[src/rtl/button_conditioner.sv]
// Per-channel pushbutton conditioner: 2-flop synchroniser, counter debounce, and one-cycle press/release pulses.
// Optional auto-repeat of the press pulse while held is enabled by defining BTN_AUTOREPEAT_EN.
module button_conditioner #(
    parameter int NBTN          = 2,
    parameter int DEBOUNCE_CYC  = 50000,
    parameter int REPEAT_DELAY  = 2500000,
    parameter int REPEAT_PERIOD = 500000
) (
    input  logic            clk,
    input  logic            rst,
    input  logic [NBTN-1:0] btn_raw,
    output logic [NBTN-1:0] btn_level,
    output logic [NBTN-1:0] btn_press,
    output logic [NBTN-1:0] btn_release
);

    localparam int MAX_A   = (DEBOUNCE_CYC > REPEAT_DELAY) ? DEBOUNCE_CYC : REPEAT_DELAY;
    localparam int MAX_CYC = (MAX_A > REPEAT_PERIOD) ? MAX_A : REPEAT_PERIOD;
    localparam int CNT_W   = $clog2(MAX_CYC + 1);

    localparam logic [CNT_W-1:0] CNT_ZERO = '0;
    localparam logic [CNT_W-1:0] CNT_ONE  = CNT_W'(1);
    localparam logic [CNT_W-1:0] CNT_MAX  = {CNT_W{1'b1}};
    localparam logic [CNT_W-1:0] DEB_LIM  = CNT_W'(DEBOUNCE_CYC);

    typedef enum logic [1:0] {
        S_LOW  = 2'd0,
        S_RISE = 2'd1,
        S_HIGH = 2'd2,
        S_FALL = 2'd3
    } state_t;

    function automatic logic [CNT_W-1:0] sat_inc(input logic [CNT_W-1:0] v);
        sat_inc = (v == CNT_MAX) ? v : v + CNT_ONE;
    endfunction

    genvar g;
    generate
        for (g = 0; g < NBTN; g++) begin : g_ch
            logic             s1_q;
            logic             s2_q;
            state_t           state_q, state_d;
            logic [CNT_W-1:0] cnt_q, cnt_d;
            logic             level_q, level_d;
            logic             press_q, press_d;
            logic             rel_q, rel_d;
`ifdef BTN_AUTOREPEAT_EN
            // rpt_q counts cycles since the last press pulse; rpt_first_q selects delay vs period.
            localparam logic [CNT_W-1:0] RPT_DLY_M1 = CNT_W'(REPEAT_DELAY - 1);
            localparam logic [CNT_W-1:0] RPT_PER_M1 = CNT_W'(REPEAT_PERIOD - 1);
            logic [CNT_W-1:0] rpt_q, rpt_d;
            logic             rpt_first_q, rpt_first_d;
`endif

            // Synchroniser, FSM state and registered outputs.
            always_ff @(posedge clk) begin
                if (rst) begin
                    s1_q        <= 1'b0;
                    s2_q        <= 1'b0;
                    state_q     <= S_LOW;
                    cnt_q       <= CNT_ZERO;
                    level_q     <= 1'b0;
                    press_q     <= 1'b0;
                    rel_q       <= 1'b0;
`ifdef BTN_AUTOREPEAT_EN
                    rpt_q       <= CNT_ZERO;
                    rpt_first_q <= 1'b1;
`endif
                end else begin
                    s1_q        <= btn_raw[g];
                    s2_q        <= s1_q;
                    state_q     <= state_d;
                    cnt_q       <= cnt_d;
                    level_q     <= level_d;
                    press_q     <= press_d;
                    rel_q       <= rel_d;
`ifdef BTN_AUTOREPEAT_EN
                    rpt_q       <= rpt_d;
                    rpt_first_q <= rpt_first_d;
`endif
                end
            end

            // Debounce next-state and output decode.
            always_comb begin
                state_d     = state_q;
                cnt_d       = cnt_q;
                level_d     = level_q;
                press_d     = 1'b0;
                rel_d       = 1'b0;
`ifdef BTN_AUTOREPEAT_EN
                rpt_d       = rpt_q;
                rpt_first_d = rpt_first_q;
`endif
                case (state_q)
                    S_LOW: begin
                        if (s2_q) begin
                            state_d = S_RISE;
                            cnt_d   = CNT_ONE;
                        end else begin
                            cnt_d   = CNT_ZERO;
                        end
                    end
                    S_RISE: begin
                        if (!s2_q) begin
                            state_d = S_LOW;
                            cnt_d   = CNT_ZERO;
                        end else if (cnt_q == DEB_LIM) begin
                            state_d = S_HIGH;
                            cnt_d   = CNT_ZERO;
                            level_d = 1'b1;
                            press_d = 1'b1;
`ifdef BTN_AUTOREPEAT_EN
                            rpt_d       = CNT_ZERO;
                            rpt_first_d = 1'b1;
`endif
                        end else begin
                            cnt_d   = sat_inc(cnt_q);
                        end
                    end
                    S_HIGH: begin
                        if (!s2_q) begin
                            state_d = S_FALL;
                            cnt_d   = CNT_ONE;
`ifdef BTN_AUTOREPEAT_EN
                            rpt_d       = CNT_ZERO;
                            rpt_first_d = 1'b1;
`endif
                        end else begin
                            cnt_d   = CNT_ZERO;
`ifdef BTN_AUTOREPEAT_EN
                            if (rpt_q == (rpt_first_q ? RPT_DLY_M1 : RPT_PER_M1)) begin
                                press_d     = 1'b1;
                                rpt_d       = CNT_ZERO;
                                rpt_first_d = 1'b0;
                            end else begin
                                rpt_d       = sat_inc(rpt_q);
                            end
`endif
                        end
                    end
                    S_FALL: begin
                        if (s2_q) begin
                            state_d = S_HIGH;
                            cnt_d   = CNT_ZERO;
`ifdef BTN_AUTOREPEAT_EN
                            rpt_d       = CNT_ZERO;
                            rpt_first_d = 1'b1;
`endif
                        end else if (cnt_q == DEB_LIM) begin
                            state_d = S_LOW;
                            cnt_d   = CNT_ZERO;
                            level_d = 1'b0;
                            rel_d   = 1'b1;
                        end else begin
                            cnt_d   = sat_inc(cnt_q);
                        end
                    end
                    default: begin
                        state_d = S_LOW;
                        cnt_d   = CNT_ZERO;
                        level_d = 1'b0;
                    end
                endcase
            end

            assign btn_level[g]   = level_q;
            assign btn_press[g]   = press_q;
            assign btn_release[g] = rel_q;
        end
    endgenerate

endmodule

[config.mk]
export PLATFORM = sky130hd
export DESIGN_NAME = button_conditioner
export DESIGN_NICKNAME = d
export VERILOG_FILES = /design/src/rtl/button_conditioner.sv
export SDC_FILE = /design/constraint.sdc
export NUM_CORES = 1
export LEC_CHECK = 0
export ABC_AREA = 0
export BUFFER_PORTS_ARGS = -buffer_cell sky130_fd_sc_hd__buf_2
export CORE_MARGIN = 2
export CORE_UTILIZATION = 30
export CTS_BUF_LIST = sky130_fd_sc_hd__clkbuf_16
export CTS_CLUSTER_DIAMETER = 80
export CTS_CLUSTER_SIZE = 25
export DETAILED_ROUTE_END_ITERATION = 7
export PLACE_DENSITY = 0.44
export SYNTH_ARGS = -nofsm -noshare
export SYNTH_HDL_FRONTEND = slang
export SYNTH_SLANG_ARGS = --single-unit
[constraint.sdc]
create_clock -name clk -period 4.2 [get_ports clk]
set_input_delay 0.84 -clock clk [delete_from_list [all_inputs] [get_ports clk]]
set_output_delay 0.84 -clock clk [all_outputs]
set_load 0.01 [all_outputs]
==> flow_summary_export.csv, run 1 <==
group,metric,value,unit
clock_tree,post_cts_buffers,0,
timing,post-route-period-util,0.519,
clock_tree,cts_tree,"built",
synthesis,synth_seq_cells,58,
synthesis,avgSynthCellArea,8.52,um^2
global_route,grt_antenna_before_repair,0,
run,cap_violations,0,
final_layout,nNetsFinal,350,
timing,tightest_slew,0.816,ns
clock_tree,cts_resized,0,
floorplanning,die_area,10400,um^2
synthesis,yosysWarnings,0,
timing,fin_setup_tns,0,ns
clock_tree,htree_levels,3,
timing,grt_setup_unrepaired,"no",
timing,whs,0.442,ns
synthesis,ys_seq_area_frac,0.403,
power,power_density,427,nW/um^2
synthesis,synth_ff_type,"dfxtp_1",
setup_path,cp_data_required_time,4.44,ns
power,vdd_ir_drop_max,0.161,mV
synthesis,syn_area,2880,um^2
route,wl_per_cell,12.6,um
floorplanning,chipHeight,102,um
placed_design,hpwl,4130,um
final_layout,antennaDiodeCount,0,
min_path,min_path_type,"flop to flop",
setup_path,worstPathMaxFanout,15,
setup_path,critPathArrivalTime,2.42,ns
route,dr.first_iter.drc_count,69,
setup_path,critPathCaptureType,"flop",
final_layout,layout-drive-gt1-share,0.107,
route,viasPerCell,4.97,
power,leakage,1.00,nW
synthesis,syn_nets,346,
global_route,gr-total-overflow,0,
route,antenna_left,0,
clock_tree,clk_path_buf_depth,2,
clock_tree,cts-root-buf,"clkbuf_16",
timing,fin_crit,2.18,ns
final_layout,layout-area-overhead-vs-synth,16.4,%
clock_tree,insertion_delay,0.32,ns
global_route,grt_usage,0.126,
setup_path,start_kind,"flop",
clock_tree,ctsHoldBuffers,0,
route,vias,2365,
placed_design,gp_congestion,0.755,
timing,slew_headroom,0.455,
clock_tree,numCtsBuffers,9,
floorplanning,rows,35,
clock_tree,cts.clk_slew.worst_paths,0.06,ns
timing,slew_violations,0,
route,drc,0,
setup_path,criticalPathCategory,"flop to flop",
route,wl,6000,um
run_status,status,"complete, no violations",
final_layout,layout_common_cells,"dfxtp_1 (58), nor2_1 (32), a21oi_1 (22), nand2_1 (21), o21ai_0 (18)",
route,dr.pass1.iters,4,
timing,finalSetupViolations,0,
clock_tree,numClockSinks,58,
global_route,grt_pass1_vias,2149,
final_layout,final_common_cell,"dfxtp_1",
timing,max_freq,459,MHz
floorplanning,core-area,9280,um^2
placed_design,io_buffers,9,
global_route,grt_max_degree,23,
floorplanning,die_w,102,um
timing,hold_violations,0,
synthesis,synth_cells,338,
timing,fin_worst_skew,0.0123,ns
synthesis,netlist-cell-type-count,50,
floorplanning,initial_utilization,0.310,
global_route,grt_pass1_wl,10400,um
floorplanning,io-pin-count,10,
synthesis,synth_edf_count,0,
synthesis,async_flop_share,0,
==> synth_stat cells, types with 10 or more instances <==
| master | count | area, um^2 |
|---|---|---|
| dfxtp_1 | 58 | 1160 |
| o21ai_0 | 18 | 90.1 |
| xnor2_1 | 17 | 149 |
| nand3_1 | 15 | 75.1 |
| a21oi_1 | 22 | 110 |
| or3_1 | 10 | 62.6 |
| nor3_1 | 11 | 55.1 |
| nand2_1 | 21 | 78.8 |
| inv_1 | 13 | 48.8 |
| nor2_1 | 32 | 120 |
==> final timing paths <==
kind | startpoint | end | slack [ns] | depth (start not counted)
setup / recovery | g_ch[1].cnt_q[0] | g_ch[1].cnt_q[9] | 2.02 | 6
setup reg to reg | g_ch[1].cnt_q[0] | g_ch[1].cnt_q[9] | 2.02 | 6
hold / removal | g_ch[0].s1_q | g_ch[0].s2_q | 0.44 | 1
hold reg to reg | g_ch[0].s1_q | g_ch[0].s2_q | 0.44 | 1
==> where the power goes <==
part / switching [mW] / internal, mW / leakage, nW
registers: 0.00393 / 0.556 / 0.468
clock network: 0.270 / 0.584 / 0.170
logic: 0.00885 / 0.00805 / 0.364
==> layer usage <==
metal | wire length [um] | part of all wire | GRT usage
met1 | 3240 | 0.54 | 0.180
met2 | 2480 | 0.41 | 0.183
met3 | 183 | 0.031 | 0.0287
met4 | 100 | 0.017 | 0.0523
met5 | 0 | 0 | 0
==> per-stage QoR <==
step,std cells,utilization,power (mW),instance area [um^2],worst slack [ns]
after CTS,476,0.361,1.46,3350,2.01
after detailed placement,460,0.323,0.589,3000,1.96
after global routing,476,0.361,1.49,3350,1.85
after floorplan,338,-,0.585,2880,2.28
after global placement,460,0.323,0.589,3000,1.98
final,476,0.361,1.43,3350,2.02
==> layout make-up <==
cell class / count / area, um^2
multi-input cells: 251 / 1590
well taps: 129 / 161
clock buffers: 9 / 225
clock inverters: 7 / 125
fillers: 974 / 5930
flip-flops and latches: 58 / 1160
repair buffers: 9 / 45.0
inverters: 13 / 48.8
==> registers in the layout, indices dropped and copies added (netlist names), named ones only <==
register      count
g_ch.s1_q         2
g_ch.cnt_q       44
g_ch.rel_q        2
g_ch.press_q      2
g_ch.state_q      2
g_ch.s2_q         2
g_ch.level_q      2
==> cells by family (layout without fill, tap and decap cells) <==
logic type               after synthesis  in the layout  share of synthesized area
flip-flops                            58             58                      0.403
XOR/XNOR                              20             20                     0.0608
buffers and inverters                 29             38                     0.0465
AO/OA/AOI/OAI                         69             69                      0.159
multiplexers                           3              3                     0.0104
adder cells (fa/ha/maj)                4              4                     0.0174
AND/OR/NAND/NOR                      155            155                      0.303
==> worst max-delay path, cell delays in order, from the launching register on <==
cell and delay (ns):
dfxtp_1 0.34, ha_1 0.23, and3_1 0.23, and4_1 0.25, and3_1 0.35, or4_1 0.55
a21oi_1 0.15
Note: power is estimated with default switching activity, not from simulation.
==> run 2, diff against run 1 <==
--- a/config.mk
+++ b/config.mk
@@ -13,7 +13,7 @@
 export CTS_CLUSTER_DIAMETER = 80
 export CTS_CLUSTER_SIZE = 25
 export DETAILED_ROUTE_END_ITERATION = 7
-export PLACE_DENSITY = 0.44
+export PLACE_DENSITY = 0.46
 export SYNTH_ARGS = -nofsm -noshare
 export SYNTH_HDL_FRONTEND = slang
 export SYNTH_SLANG_ARGS = --single-unit
==> constraint.sdc (replaced) <==
create_clock -name clk -period 1.8 [get_ports clk]
set_input_delay 0.36 -clock clk [delete_from_list [all_inputs] [get_ports clk]]
set_output_delay 0.36 -clock clk [all_outputs]
set_load 0.01 [all_outputs]
==> run 2 against run 1 <==
Net effect:
- the flow now finishes with violations (negative setup slack)
- register-to-register slack lost 2.0 ns
- die area is the same
- cell count grew 15%
- clock skew shrank 0.0023 ns
- critical endpoint is now g_ch[0].cnt_q[14]
==> flow_summary_export.csv, run 2 (synthesized netlist as in run 1, its figures left out) <==
group,metric,value,unit
timing,slew_headroom,0.683,
setup_path,cp_data_required_time,2.05,ns
route,dr.pass1.iters,4,
floorplanning,initial_utilization,0.310,
timing,fin_setup_tns,-0.0280,ns
clock_tree,numClockSinks,58,
clock_tree,cts-root-buf,"clkbuf_16",
global_route,grt_antenna_before_repair,0,
setup_path,critPathArrivalTime,2.08,ns
route,viasPerCell,4.83,
final_layout,largest_reg_flops,44,
setup_path,path_cells,"nand4_4, buf_4, or3_1, or4_1, a21oi_2",
route,wl_per_cell,13.5,um
setup_path,slowest_delay,0.52,ns
floorplanning,rows,35,
setup_path,worstPathMaxFanout,5,
final_layout,regArea,1180,um^2
timing,tightest_slew,0.474,ns
clock_tree,insertion_delay,0.33,ns
floorplanning,die_area,10400,um^2
clock_tree,clk_path_buf_depth,2,
timing,finalSetupViolations,1,
timing,hold_violations,0,
setup_path,critPathTopFamily,"simple AND/OR/NAND/NOR gates",
route,vias,2642,
global_route,grt_max_degree,14,
placed_design,hpwl,4940,um
setup_path,slowest_stage,"or4_1",
final_layout,final_common_cell,"buf_4",
run,cap_violations,0,
final_layout,multiInputGateArea,1870,um^2
clock_tree,cts.clk_slew.worst_paths,0.06,ns
timing,fin_worst_skew,0.00997,ns
power,power_density,793,nW/um^2
route,wl,7390,um
timing,max_freq,547,MHz
floorplanning,die_w,102,um
global_route,grt_usage,0.148,
placed_design,io_buffers,9,
floorplanning,io-pin-count,10,
floorplanning,core-area,9280,um^2
clock_tree,cts_tree,"built",
final_layout,stdcell_count,547,
power,power_frac_comb,0.015,
power,p_seq_frac,0.387,
min_path,min_path_type,"input port to flop",
final_layout,top_register,"g_ch.cnt_q",
route,antenna_left,0,
clock_tree,ctsHoldBuffers,0,
power,p_clk_frac,0.599,
power,vdd_ir_drop_max,0.522,mV
final_layout,fillers,913,
timing,grt_setup_unrepaired,"yes",
final_layout,nNetsFinal,421,
timing,fin_crit,1.83,ns
final_layout,layout_common_cells,"buf_4 (64), dfxtp_1 (48), nor2_1 (31), nand2_1 (20), xnor2_1 (17)",
setup_path,start_kind,"flop",
clock_tree,htree_levels,3,
power,power.share.switching,0.204,
global_route,grt_pass1_vias,2486,
timing,slew_violations,0,
final_layout,layout-drive-gt1-share,0.380,
power,p_total,3.37,mW
run_status,failed_checks,"negative setup slack",
setup_path,critPathCaptureType,"flop",
final_layout,layout-area-overhead-vs-synth,47.5,%
setup_path,crit_buf_inv,1,
power,leakage,1.45,nW
final_layout,antennaDiodeCount,0,
global_route,gr-total-overflow,0,
timing,post-route-period-util,1.02,
power,p_int,2.68,mW
global_route,grt_pass1_wl,12000,um
timing,fin_ws,-0.0280,ns
clock_tree,numCtsBuffers,9,
floorplanning,chipHeight,102,um
route,drc,0,
run_status,status,"complete, but fails checks",
route,dr.first_iter.drc_count,104,
placed_design,placed_cells,521,
placed_design,gp_congestion,0.793,
power,p_sw,0.687,mW
setup_path,criticalPathCategory,"flop to flop",
==> run 2: changes by cell type in the layout (fill, tap and decap cells not counted), sizes merged <==
cell / previous run / this run
clkbuf: 9 / 10
buf: 9 / 79
==> run 2: metrics by stage <==
| step | instance area [um^2] | hold slack, ns | setup WS, ns | utilization |
|---|---|---|---|---|
| 3_5_place_dp | 3510 | 0.433 | -0.127 | 0.378 |
| 4_1_cts | 3930 | 0.234 | 0.00308 | 0.423 |
| 2_1_floorplan | 2920 | 0.414 | -0.000206 | - |
| 6_report | 4250 | 0.242 | -0.0280 | 0.458 |
| 5_1_grt | 4250 | 0.250 | -0.100 | 0.458 |
| 3_3_place_gp | 3510 | 0.418 | -0.154 | 0.378 |
==> run 2: layout make-up <==
cell class,count,share of cell area
timing repair buffer,80,0.150
sequential,58,0.277
tap,129,0.0380
inverter,13,0.0121
multi-input combinational,251,0.441
clock buffer,9,0.0530
clock inverter,7,0.0294
==> run 2: per-layer routing <==
| metal | wire length [um] | vias to the layer above | track usage |
|---|---|---|---|
| met5 | 0 | - | 0 |
| met1 | 3900 | 1242 | 0.211 |
| met2 | 3220 | 17 | 0.216 |
| li1 | - | 1373 | - |
| met3 | 175 | 10 | 0.0410 |
| met4 | 94 | 0 | 0.0513 |
==> run 2: power by group through the flow <==
stage | clock network, mW | logic (mW) | registers (mW)
floorplan | 0 | 0.0335 | 1.33
global placement | 0 | 0.0466 | 1.33
detailed placement | 0 | 0.0462 | 1.33
CTS | 2.07 | 0.0478 | 1.30
global route | 2.13 | 0.0561 | 1.30
finish | 2.02 | 0.0491 | 1.30
==> run 2: what timing repair did <==
| item | 4_1_cts | 5_1_grt |
|---|---|---|
| pin swaps | 6 | 39 |
| resized for setup | 16 | 59 |
| buffers inserted | 1 | 8 |
| gates cloned | 0 | 2 |
| endpoints found under the setup margin | 25 | 38 |
==> run 2: path summary, 6_finish.rpt <==
| kind | startpoint | endpoint | slack [ns] | depth (start not counted) |
|---|---|---|---|---|
| setup / recovery | g_ch[0].cnt_q[4] | g_ch[0].cnt_q[14] | -0.03 | 5 |
| hold / removal | btn_raw[1] | g_ch[1].s1_q | 0.24 | 2 |
| setup reg to reg | g_ch[0].cnt_q[4] | g_ch[0].cnt_q[14] | -0.03 | 5 |
| hold reg to reg | g_ch[1].s1_q | g_ch[1].s2_q | 0.44 | 1 |
==> run 3, diff against run 2 <==
--- a/config.mk
+++ b/config.mk
@@ -7,13 +7,15 @@
 export LEC_CHECK = 0
 export ABC_AREA = 0
 export BUFFER_PORTS_ARGS = -buffer_cell sky130_fd_sc_hd__buf_2
+export CORE_ASPECT_RATIO = 1.4
 export CORE_MARGIN = 2
 export CORE_UTILIZATION = 30
 export CTS_BUF_LIST = sky130_fd_sc_hd__clkbuf_16
 export CTS_CLUSTER_DIAMETER = 80
 export CTS_CLUSTER_SIZE = 25
 export DETAILED_ROUTE_END_ITERATION = 7
-export PLACE_DENSITY = 0.46
+export GPL_ROUTABILITY_DRIVEN = 1
+export PLACE_DENSITY = 0.44
 export SYNTH_ARGS = -nofsm -noshare
 export SYNTH_HDL_FRONTEND = slang
 export SYNTH_SLANG_ARGS = --single-unit
==> constraint.sdc (replaced) <==
create_clock -name clk -period 2 [get_ports clk]
set_input_delay 0.4 -clock clk [delete_from_list [all_inputs] [get_ports clk]]
set_output_delay 0.4 -clock clk [all_outputs]
set_load 0.01 [all_outputs]
==> run 3 against run 2 <==
Net effect:
- the flow now finishes without violations
- via count shrank 7.5%
- sequential share of layout area grew 4.9 points
- critical path depth grew 1
- critical path type unchanged
==> flow_summary_export.csv, run 3 (synthesized netlist as in run 1, its figures left out) <==
group,metric,value,unit
run_status,status,"complete, no violations",
floorplanning,chipHeight,120,um
global_route,grt_pass1_wl,11300,um
placed_design,dp_slack,-0.00748,ns
power,vdd_ir_drop_max,0.424,mV
placed_design,io_buffers,9,
setup_path,path_cells,"ha_2, and3_1, and2_0, a2111oi_1, xnor2_1, nor2_1",
route,vias,2445,
floorplanning,core-area,9410,um^2
final_layout,layout-drive-gt1-share,0.180,
final_layout,top_register,"g_ch.cnt_q",
global_route,grt_antenna_before_repair,0,
route,wl,6630,um
setup_path,r2r_cells,6,
timing,grt_setup_unrepaired,"no",
power,leakage,1.14,nW
final_layout,fillers,983,
timing,max_freq,533,MHz
placed_design,gp_congestion,0.774,
final_layout,regArea,1160,um^2
setup_path,criticalPathCategory,"flop to flop",
setup_path,worstPathMaxFanout,6,
clock_tree,cts_tree,"built",
floorplanning,io-pin-count,10,
power,power_density,818,nW/um^2
timing,whs,0.275,ns
min_path,hold_depth,2,
final_layout,antennaDiodeCount,0,
clock_tree,clk_path_buf_depth,2,
timing,post-route-period-util,0.938,
final_layout,nNetsFinal,376,
timing,tightest_slew,0.543,ns
final_layout,largest_reg_flops,44,
setup_path,slowest_delay,0.53,ns
clock_tree,numClockSinks,58,
run,cap_violations,0,
timing,slew_headroom,0.635,
clock_tree,htree_levels,3,
clock_tree,numCtsBuffers,9,
final_layout,final_common_cell,"dfxtp_1",
floorplanning,rows,42,
timing,finalSetupViolations,0,
route,wl_per_cell,13.7,um
route,drc,0,
min_path,min_path_type,"input port to flop",
clock_tree,post_cts_buffers,0,
placed_design,hpwl,4780,um
clock_tree,cts-root-buf,"clkbuf_16",
route,viasPerCell,5.06,
setup_path,cp_data_required_time,2.23,ns
global_route,gr-total-overflow,0,
clock_tree,cts.clk_slew.worst_paths,0.06,ns
clock_tree,insertion_delay,0.33,ns
global_route,grt_max_degree,23,
timing,fin_worst_skew,0.00645,ns
final_layout,multiInputGateArea,1620,um^2
floorplanning,initial_utilization,0.306,
timing,hold_violations,0,
setup_path,critPathArrivalTime,2.10,ns
route,dr.pass1.iters,4,
route,antenna_left,0,
route,dr.first_iter.drc_count,92,
setup_path,critPathCaptureType,"flop",
timing,fin_ws,0.125,ns
global_route,grt_pass1_vias,2390,
setup_path,slowest_stage,"a2111oi_1",
floorplanning,die_area,10400,um^2
timing,fin_crit,1.88,ns
global_route,grt_usage,0.140,
setup_path,start_kind,"flop",
floorplanning,die_w,86.8,um
timing,slew_violations,0,
final_layout,layout_common_cells,"dfxtp_1 (57), nor2_1 (31), buf_4 (24), a21oi_1 (22), nand2_1 (21)",
final_layout,layout-area-overhead-vs-synth,23.5,%
## run 3: power by group
group          leakage [nW]  switching [mW]  internal (mW)
registers             0.469         0.00833           1.17
clock network         0.153           0.597           1.10
logic                 0.514          0.0193         0.0185
total                  1.14           0.625           2.29
## run 3: layer usage
layer,share of wire,vias to the layer above,GRT usage
li1,-,1285,-
met1,0.42,1126,0.157
met2,0.53,21,0.240
met3,0.020,13,0.0227
met4,0.034,0,0.0879
met5,0,-,0
## run 3: area by class of cell
cell class              count  area share
multi-input cells         251       0.454
flip-flops and latches     58       0.327
repair buffers             35      0.0746
clock buffers               9      0.0633
well taps                 110      0.0387
clock inverters             7      0.0285
inverters                  13      0.0137
## run 3: worst paths after layout
check                   startpoint           endpoint  slack [ns]
hold / removal          btn_raw[1]       g_ch[1].s1_q        0.28
setup / recovery  g_ch[1].cnt_q[0]  g_ch[1].cnt_q[19]        0.12
hold reg to reg       g_ch[1].s1_q       g_ch[1].s2_q        0.44
setup reg to reg  g_ch[1].cnt_q[0]  g_ch[1].cnt_q[19]        0.12
## run 3: critical path, delay by kind of cell (launching register included)
family	cells	cell delay (ns)
xor+xnor	1	0.18
flops	1	0.33
simple gates	3	0.52
fa+ha+maj	1	0.20
compound gates	1	0.53
## run 3: per-stage QoR
stage	cells	cell area [um^2]	total power [mW]	utilization	TNS, ns
detailed placement	467	3200	1.24	0.340	-0.00748
global placement	467	3200	1.24	0.340	0
CTS	483	3530	2.95	0.375	0
global route	483	3560	3.00	0.378	0
floorplan	338	2880	1.23	-	0
finish	483	3560	2.91	0.378	0
## run 3: what timing repair did
action,CTS,global route
cloned,0,0
endpoints found under the setup margin,1,16
resized for setup,1,8
hold buffers,0,0
pin swaps,0,1
